<file path="config.mk">
export PLATFORM = sky130hd
export DESIGN_NAME = simple_cpu_hs
export DESIGN_NICKNAME = d
export VERILOG_FILES = /design/src/rtl/simple_cpu_pkg.sv /design/src/rtl/simple_cpu_alu.sv /design/src/rtl/simple_cpu_hs.sv
export SDC_FILE = /design/constraint.sdc
export NUM_CORES = 2
export LEC_CHECK = 0
export BUFFER_PORTS_ARGS = -buffer_cell sky130_fd_sc_hd__buf_4
export CAP_MARGIN = 20
export CORE_UTILIZATION = 55
export DETAILED_ROUTE_END_ITERATION = 8
export PLACE_DENSITY = 0.75
export SLEW_MARGIN = 15
export SYNTH_ARGS = -nofsm -noshare
export SYNTH_HDL_FRONTEND = slang
export SYNTH_SLANG_ARGS = --single-unit
</file>
<file path="constraint.sdc">
create_clock -name clk -period 8.2 [get_ports clk]
set_input_delay 1.23 -clock clk [delete_from_list [all_inputs] [get_ports clk]]
set_output_delay 1.23 -clock clk [all_outputs]
set_load 0.01 [all_outputs]
</file>
<file path="src/rtl/simple_cpu_pkg.sv">
// rtl/simple_cpu_pkg.sv - opcodes, FSM states and instruction field layout for simple_cpu_hs
package simple_cpu_pkg;

   localparam logic [2:0] OP_ADD  = 3'd0;
   localparam logic [2:0] OP_NAND = 3'd1;
   localparam logic [2:0] OP_SRL  = 3'd2;
   localparam logic [2:0] OP_LT   = 3'd3;
   localparam logic [2:0] OP_CP   = 3'd4;
   localparam logic [2:0] OP_CPI  = 3'd5;
   localparam logic [2:0] OP_BZJ  = 3'd6;
   localparam logic [2:0] OP_MUL  = 3'd7;

   typedef enum logic [2:0] {
      FETCH,
      RDA,
      RDB,
      RDIND,
      EXEC,
      WRITE,
      HALT
   } cpuState_t;

   localparam int OP_HI   = 31;
   localparam int OP_LO   = 29;
   localparam int IMM_BIT = 28;
   localparam int A_HI    = 27;
   localparam int A_LO    = 14;
   localparam int B_HI    = 13;
   localparam int B_LO    = 0;

endpackage

</file>
<file path="src/rtl/simple_cpu_alu.sv">
// rtl/simple_cpu_alu.sv - combinational result unit for the data-writing opcodes
module simple_cpu_alu
   import simple_cpu_pkg::*;
#(
   parameter int DATA_W = 32
) (
   input  logic [2:0]        op,
   input  logic [DATA_W-1:0] opA,
   input  logic [DATA_W-1:0] v,
   output logic [DATA_W-1:0] result
);

   localparam logic [DATA_W-1:0] ONE_W = DATA_W'(DATA_W);
   localparam logic [DATA_W-1:0] TWO_W = DATA_W'(2 * DATA_W);

   always_comb begin
      result = '0;
      case (op)
         OP_ADD:  result = opA + v;
         OP_NAND: result = ~(opA & v);
         // Shift amounts past one word flip to a left shift by the excess
         OP_SRL: begin
            if (v < ONE_W)
               result = opA >> v;
            else if (v < TWO_W)
               result = opA << (v - ONE_W);
            else
               result = '0;
         end
         OP_LT:   result = (opA < v) ? DATA_W'(1) : '0;
         OP_CP:   result = v;
         OP_CPI:  result = v;
         OP_MUL:  result = opA * v;
         default: result = '0;
      endcase
   end

endmodule

</file>
<file path="src/rtl/simple_cpu_hs.sv">
// rtl/simple_cpu_hs.sv - multi-cycle memory-to-memory CPU with req/ack memory handshake
module simple_cpu_hs
   import simple_cpu_pkg::*;
#(
   parameter int DATA_W = 32,
   parameter int ADDR_W = 10,
   parameter int CNT_W  = 32
) (
   input  logic              clk,
   input  logic              rst,
   output logic              mem_req,
   output logic              mem_we,
   output logic [ADDR_W-1:0] mem_addr,
   output logic [DATA_W-1:0] mem_wdata,
   input  logic [DATA_W-1:0] mem_rdata,
   input  logic              mem_ack,
   output logic              halted,
   output logic [ADDR_W-1:0] pc,
   output logic [CNT_W-1:0]  instr_count
);

   cpuState_t         state, nextState;
   logic [31:0]       ir;
   logic [DATA_W-1:0] opA, opB, res;
   logic [ADDR_W-1:0] pcReg, bzjTarget;
   logic [CNT_W-1:0]  cnt;

   logic [DATA_W+31:0] rdExt;
   logic [31:0]        rdWord;
   logic [2:0]         irOp, fOp;
   logic               irImm, fImm;
   logic [ADDR_W-1:0]  aAddr, bAddr;
   logic [DATA_W-1:0]  bImm, aluV, aluRes;
   logic               xferDone;
   logic               unusedBits;

   // Instruction words live in the low 32 bits regardless of DATA_W
   assign rdExt  = {32'b0, mem_rdata};
   assign rdWord = rdExt[31:0];
   assign fOp    = rdWord[OP_HI:OP_LO];
   assign fImm   = rdWord[IMM_BIT];

   assign irOp  = ir[OP_HI:OP_LO];
   assign irImm = ir[IMM_BIT];
   assign aAddr = ir[A_LO+ADDR_W-1:A_LO];
   assign bAddr = ir[B_LO+ADDR_W-1:B_LO];
   assign bImm  = DATA_W'(ir[B_HI:B_LO]);

   // CPI always moves the fetched operand, even in its imm=1 form
   assign aluV     = (irImm && irOp != OP_CPI) ? bImm : opB;
   assign xferDone = mem_req && mem_ack;

   assign unusedBits = ^{ir, rdExt};

   simple_cpu_alu #(.DATA_W(DATA_W)) alu (
      .op     (irOp),
      .opA    (opA),
      .v      (aluV),
      .result (aluRes)
   );

   always_comb begin
      bzjTarget = pcReg + ADDR_W'(1);
      if (irImm)
         bzjTarget = opA[ADDR_W-1:0] + bAddr;
      else if (opB == '0)
         bzjTarget = opA[ADDR_W-1:0];
   end

   always_ff @(posedge clk or posedge rst) begin
      if (rst)
         state <= FETCH;
      else
         state <= nextState;
   end

   always_comb begin
      nextState = state;
      case (state)
         FETCH: begin
            if (xferDone) begin
               if (fOp == OP_CP)
                  nextState = fImm ? EXEC : RDB;
               else if (fOp == OP_CPI && !fImm)
                  nextState = RDB;
               else
                  nextState = RDA;
            end
         end
         RDA:   if (xferDone) nextState = (irImm && irOp != OP_CPI) ? EXEC : RDB;
         RDB:   if (xferDone) nextState = (irOp == OP_CPI && !irImm) ? RDIND : EXEC;
         RDIND: if (xferDone) nextState = EXEC;
         EXEC: begin
            if (irOp == OP_BZJ)
               nextState = (bzjTarget == pcReg) ? HALT : FETCH;
            else
               nextState = WRITE;
         end
         WRITE:   if (xferDone) nextState = FETCH;
         HALT:    nextState = HALT;
         default: nextState = FETCH;
      endcase
   end

   // Bus outputs are forced idle while rst is high so a reset cuts a transfer short at once
   always_comb begin
      mem_req   = 1'b0;
      mem_we    = 1'b0;
      mem_addr  = '0;
      mem_wdata = '0;
      if (!rst) begin
         case (state)
            FETCH: begin
               mem_req  = 1'b1;
               mem_addr = pcReg;
            end
            RDA: begin
               mem_req  = 1'b1;
               mem_addr = aAddr;
            end
            RDB: begin
               mem_req  = 1'b1;
               mem_addr = bAddr;
            end
            RDIND: begin
               mem_req  = 1'b1;
               mem_addr = opB[ADDR_W-1:0];
            end
            WRITE: begin
               mem_req   = 1'b1;
               mem_we    = 1'b1;
               mem_addr  = (irOp == OP_CPI && irImm) ? opA[ADDR_W-1:0] : aAddr;
               mem_wdata = res;
            end
            default: ;
         endcase
      end
   end

   always_ff @(posedge clk or posedge rst) begin
      if (rst) begin
         pcReg <= '0;
         ir    <= '0;
         opA   <= '0;
         opB   <= '0;
         res   <= '0;
         cnt   <= '0;
      end else begin
         case (state)
            FETCH:      if (xferDone) ir <= rdWord;
            RDA:        if (xferDone) opA <= mem_rdata;
            RDB, RDIND: if (xferDone) opB <= mem_rdata;
            EXEC: begin
               if (irOp == OP_BZJ) begin
                  pcReg <= bzjTarget;
                  cnt   <= cnt + CNT_W'(1);
               end else begin
                  res <= aluRes;
               end
            end
            WRITE: begin
               if (xferDone) begin
                  pcReg <= pcReg + ADDR_W'(1);
                  cnt   <= cnt + CNT_W'(1);
               end
            end
            default: ;
         endcase
      end
   end

   assign halted      = (state == HALT);
   assign pc          = pcReg;
   assign instr_count = cnt;

endmodule

</file>
==> flow_metrics.env <==
export IMPL_synth_top_cell_area_share_pct=25.76
export IMPL_nets=4345
export IMPL_cts_reportedPaths_clkPinSlew_ns=0.09
export IMPL_rrSetupSlack_ns=0.17
export IMPL_grt_pass1_wl_mm=178.5
export IMPL_worstSetupPathType="reg -> reg"
export IMPL_min_period_over_period_pct=97.98
export IMPL_finalSetupViolCount=0
export IMPL_port_buffers=121
export IMPL_wl_per_cell_um=26.70
export IMPL_synth_xor_area_share_pct=4.574
export IMPL_final_common_cell="inv_1"
export IMPL_synth_seq_cells=169
export IMPL_synth_compound_area_share_pct=12.10
export IMPL_fmax_mhz=124.5
export IMPL_drt_first_pass_iters=6
export IMPL_synth_cell_type_count=89
export IMPL_synth_edf_count=0
export IMPL_setup_ws_ns=0.1654
export IMPL_crit_arrival_ns=8.44
export IMPL_initial_utilization_pct=56.08
export IMPL_grt_overflow_total=0
export IMPL_start_kind="flip-flop"
export IMPL_viasPerCell=6.517
export IMPL_worstHoldPathType="reg -> reg"
export IMPL_syn_area_mm2=0.03187
export IMPL_syn_nets=4297
export IMPL_hpwl_mm=91.02
export IMPL_yosysWarnings=0
export IMPL_cts_hold_buf=0
export IMPL_place_ws_ns=0.08428
export IMPL_layout_common_cells="inv_1 (448), fa_1 (408), nand2_1 (327)"
export IMPL_slowest_delay_ns=0.79
export IMPL_ios=122
export IMPL_antenna_found_initial=5
export IMPL_gp_congestion=1.076
export IMPL_critPathSlowestCell="o21ai_0"
export IMPL_finClkSkew_ns=0.01753
export IMPL_synthSimpleGateAreaFrac_pct=18.21
export IMPL_htree_levels=4
export IMPL_grt_max_degree=130
export IMPL_clockBufferDepth=2
export IMPL_crit_fanout=13
export IMPL_synthToLayoutAreaGrowth_pct=9.431
export IMPL_synth_area_leaders="fa_1 (26%), dfrtp_1 (13%), ha_1 (8.0%)"
export IMPL_cts_tree="built"
export IMPL_synth_adder_area_share_pct=33.73
export IMPL_grt_pass1_vias=28710
export IMPL_syn_inst=3649
export IMPL_die_y_um=242.7
export IMPL_status="complete, no violations"
export IMPL_end_kind="flip-flop"
export IMPL_fillers=4900
export IMPL_clk_latency_ns=0.47
export IMPL_relSlewSlack_pct=16.40
export IMPL_die_x_um=242.7
export IMPL_multi_input_area_mm2=0.02504
export IMPL_drtAntennaViolNets=0
export IMPL_drive_gt1_share_pct=13.61
export IMPL_syn_avg_cell_area_um2=8.733
export IMPL_drt_total_wl_mm=119.3
export IMPL_grt_usage_pct=40.24
export IMPL_cts_buffers_inserted=17
export IMPL_clock_sinks=169
export IMPL_dr_first_iter_drc_count=3779
export IMPL_synth_yosys_seq_area_share_pct=13.27
export IMPL_whs_path_depth=1
export IMPL_worstRegToRegCells=28
export IMPL_cp_common_cell="fa_1"
export IMPL_cp_required_ns=8.60
export IMPL_finalCriticalPeriod_ns=8.035
export IMPL_cap_violations=0
export IMPL_synth_mux_area_fraction_pct=9.419
export IMPL_yosysTopAreaCell="fa_1"
export IMPL_synth_top_family_by_area="adder cells"
export IMPL_die_area_mm2=0.05891
export IMPL_num_rows=87
export IMPL_max_slew_worst_pin_slew_ns=1.254
export IMPL_regArea_mm2=0.004229
export IMPL_hold_violations=0
export IMPL_fp_coreArea_mm2=0.05682
export IMPL_synth_flop_cell="dfrtp_1"
export IMPL_route_vias_total=29110
export IMPL_drc=0
export IMPL_synthArstFlopShare_pct=100.0
export IMPL_cts_root_buffer="clkbuf_16"
export IMPL_report_final_slew_viol_count=0
[through the flow]
stage | cell area (µm²) | setup TNS, ns | util [%] | hold slack [ns] | std cells
2_1_floorplan | 32020 | -0.1000 | - | 0.4561 | 3649
3_3_place_gp | 33940 | 0 | 59.73 | 0.4648 | 4413
3_5_place_dp | 33940 | 0 | 59.73 | 0.4725 | 4413
4_1_cts | 34560 | 0 | 60.82 | 0.4903 | 4445
5_1_grt | 34870 | -0.01110 | 61.37 | 0.5130 | 4466
6_report | 34870 | 0 | 61.37 | 0.4880 | 4467
[synth_stat cells, drive strengths merged (20+ instances only)]
library cell,count
inv,452
fa,410
nand2,330
nor2,241
and2,210
clkbuf,205
ha,203
dfrtp,169
mux2i,148
a21oi,133
and3,127
o21ai,122
xnor2,109
mux2,101
buf,60
nand3,56
nor3,47
xor2,42
o211ai,32
o22ai,28
a21o,27
o221ai,27
nand2b,26
nand4,26
a31oi,23
nor4,23
o31ai,20
[per-layer routing]
metal / vias up / GRT usage, % / share of wire, %
met5: - / 0 / 0.024
met4: 4 / 21.88 / 6.8
met3: 490 / 10.13 / 13
met2: 2143 / 60.26 / 43
met1: 14220 / 53.51 / 37
li1: 12260 / - / -
[layout make-up]
type                       count  area share, %
timing repair buffer         294          6.673
tap                          756          2.712
sequential                   169          12.13
clock inverter                15         0.5633
antenna                        1       0.007176
clock buffer                  17          1.220
inverter                     453          4.897
multi-input combinational   2762          71.80
[critical path: cells and delay by family (launching register included)]
| family | cells | cell delay, ns |
|---|---|---|
| simple gates | 4 | 0.72 |
| compound gates | 7 | 1.95 |
| mux | 1 | 0.42 |
| buf+inv | 6 | 0.56 |
| fa+ha+maj | 9 | 3.75 |
| xor+xnor | 1 | 0.19 |
| flops | 1 | 0.39 |
[flip-flops by register name (all words and copies together) (netlist names)]
| name | cells |
|---|---|
| instr_count | 32 |
| ir | 28 |
| opA | 32 |
| opB | 32 |
| pc | 10 |
| res | 32 |
| state | 3 |
[kinds of logic (layout without fill, tap and decap cells)]
logic type	after synthesis	count (layout)
other cells	0	1
mux	266	266
buf+inv	718	779
compound gates	570	570
fa+ha+maj	613	613
flops	169	169
simple gates	1156	1156
xor+xnor	157	157
[worst paths after layout]
check	to	start
min in group asynchronous	instr_count[6]	rst
hold / removal	res[9]	res[9]
setup reg to reg	res[14]	ir[29]
max in group asynchronous	ir[19]	rst
hold reg to reg	res[9]	res[9]
setup / recovery	res[14]	ir[29]
[what timing repair did]
action                     CTS  global route
buffers inserted             0            17
gates resized for setup      0            20
setup endpoints to repair    0            12
Power is not shown: default switching activity piles up to over one toggle a cycle in this logic, so the estimate is an artifact.
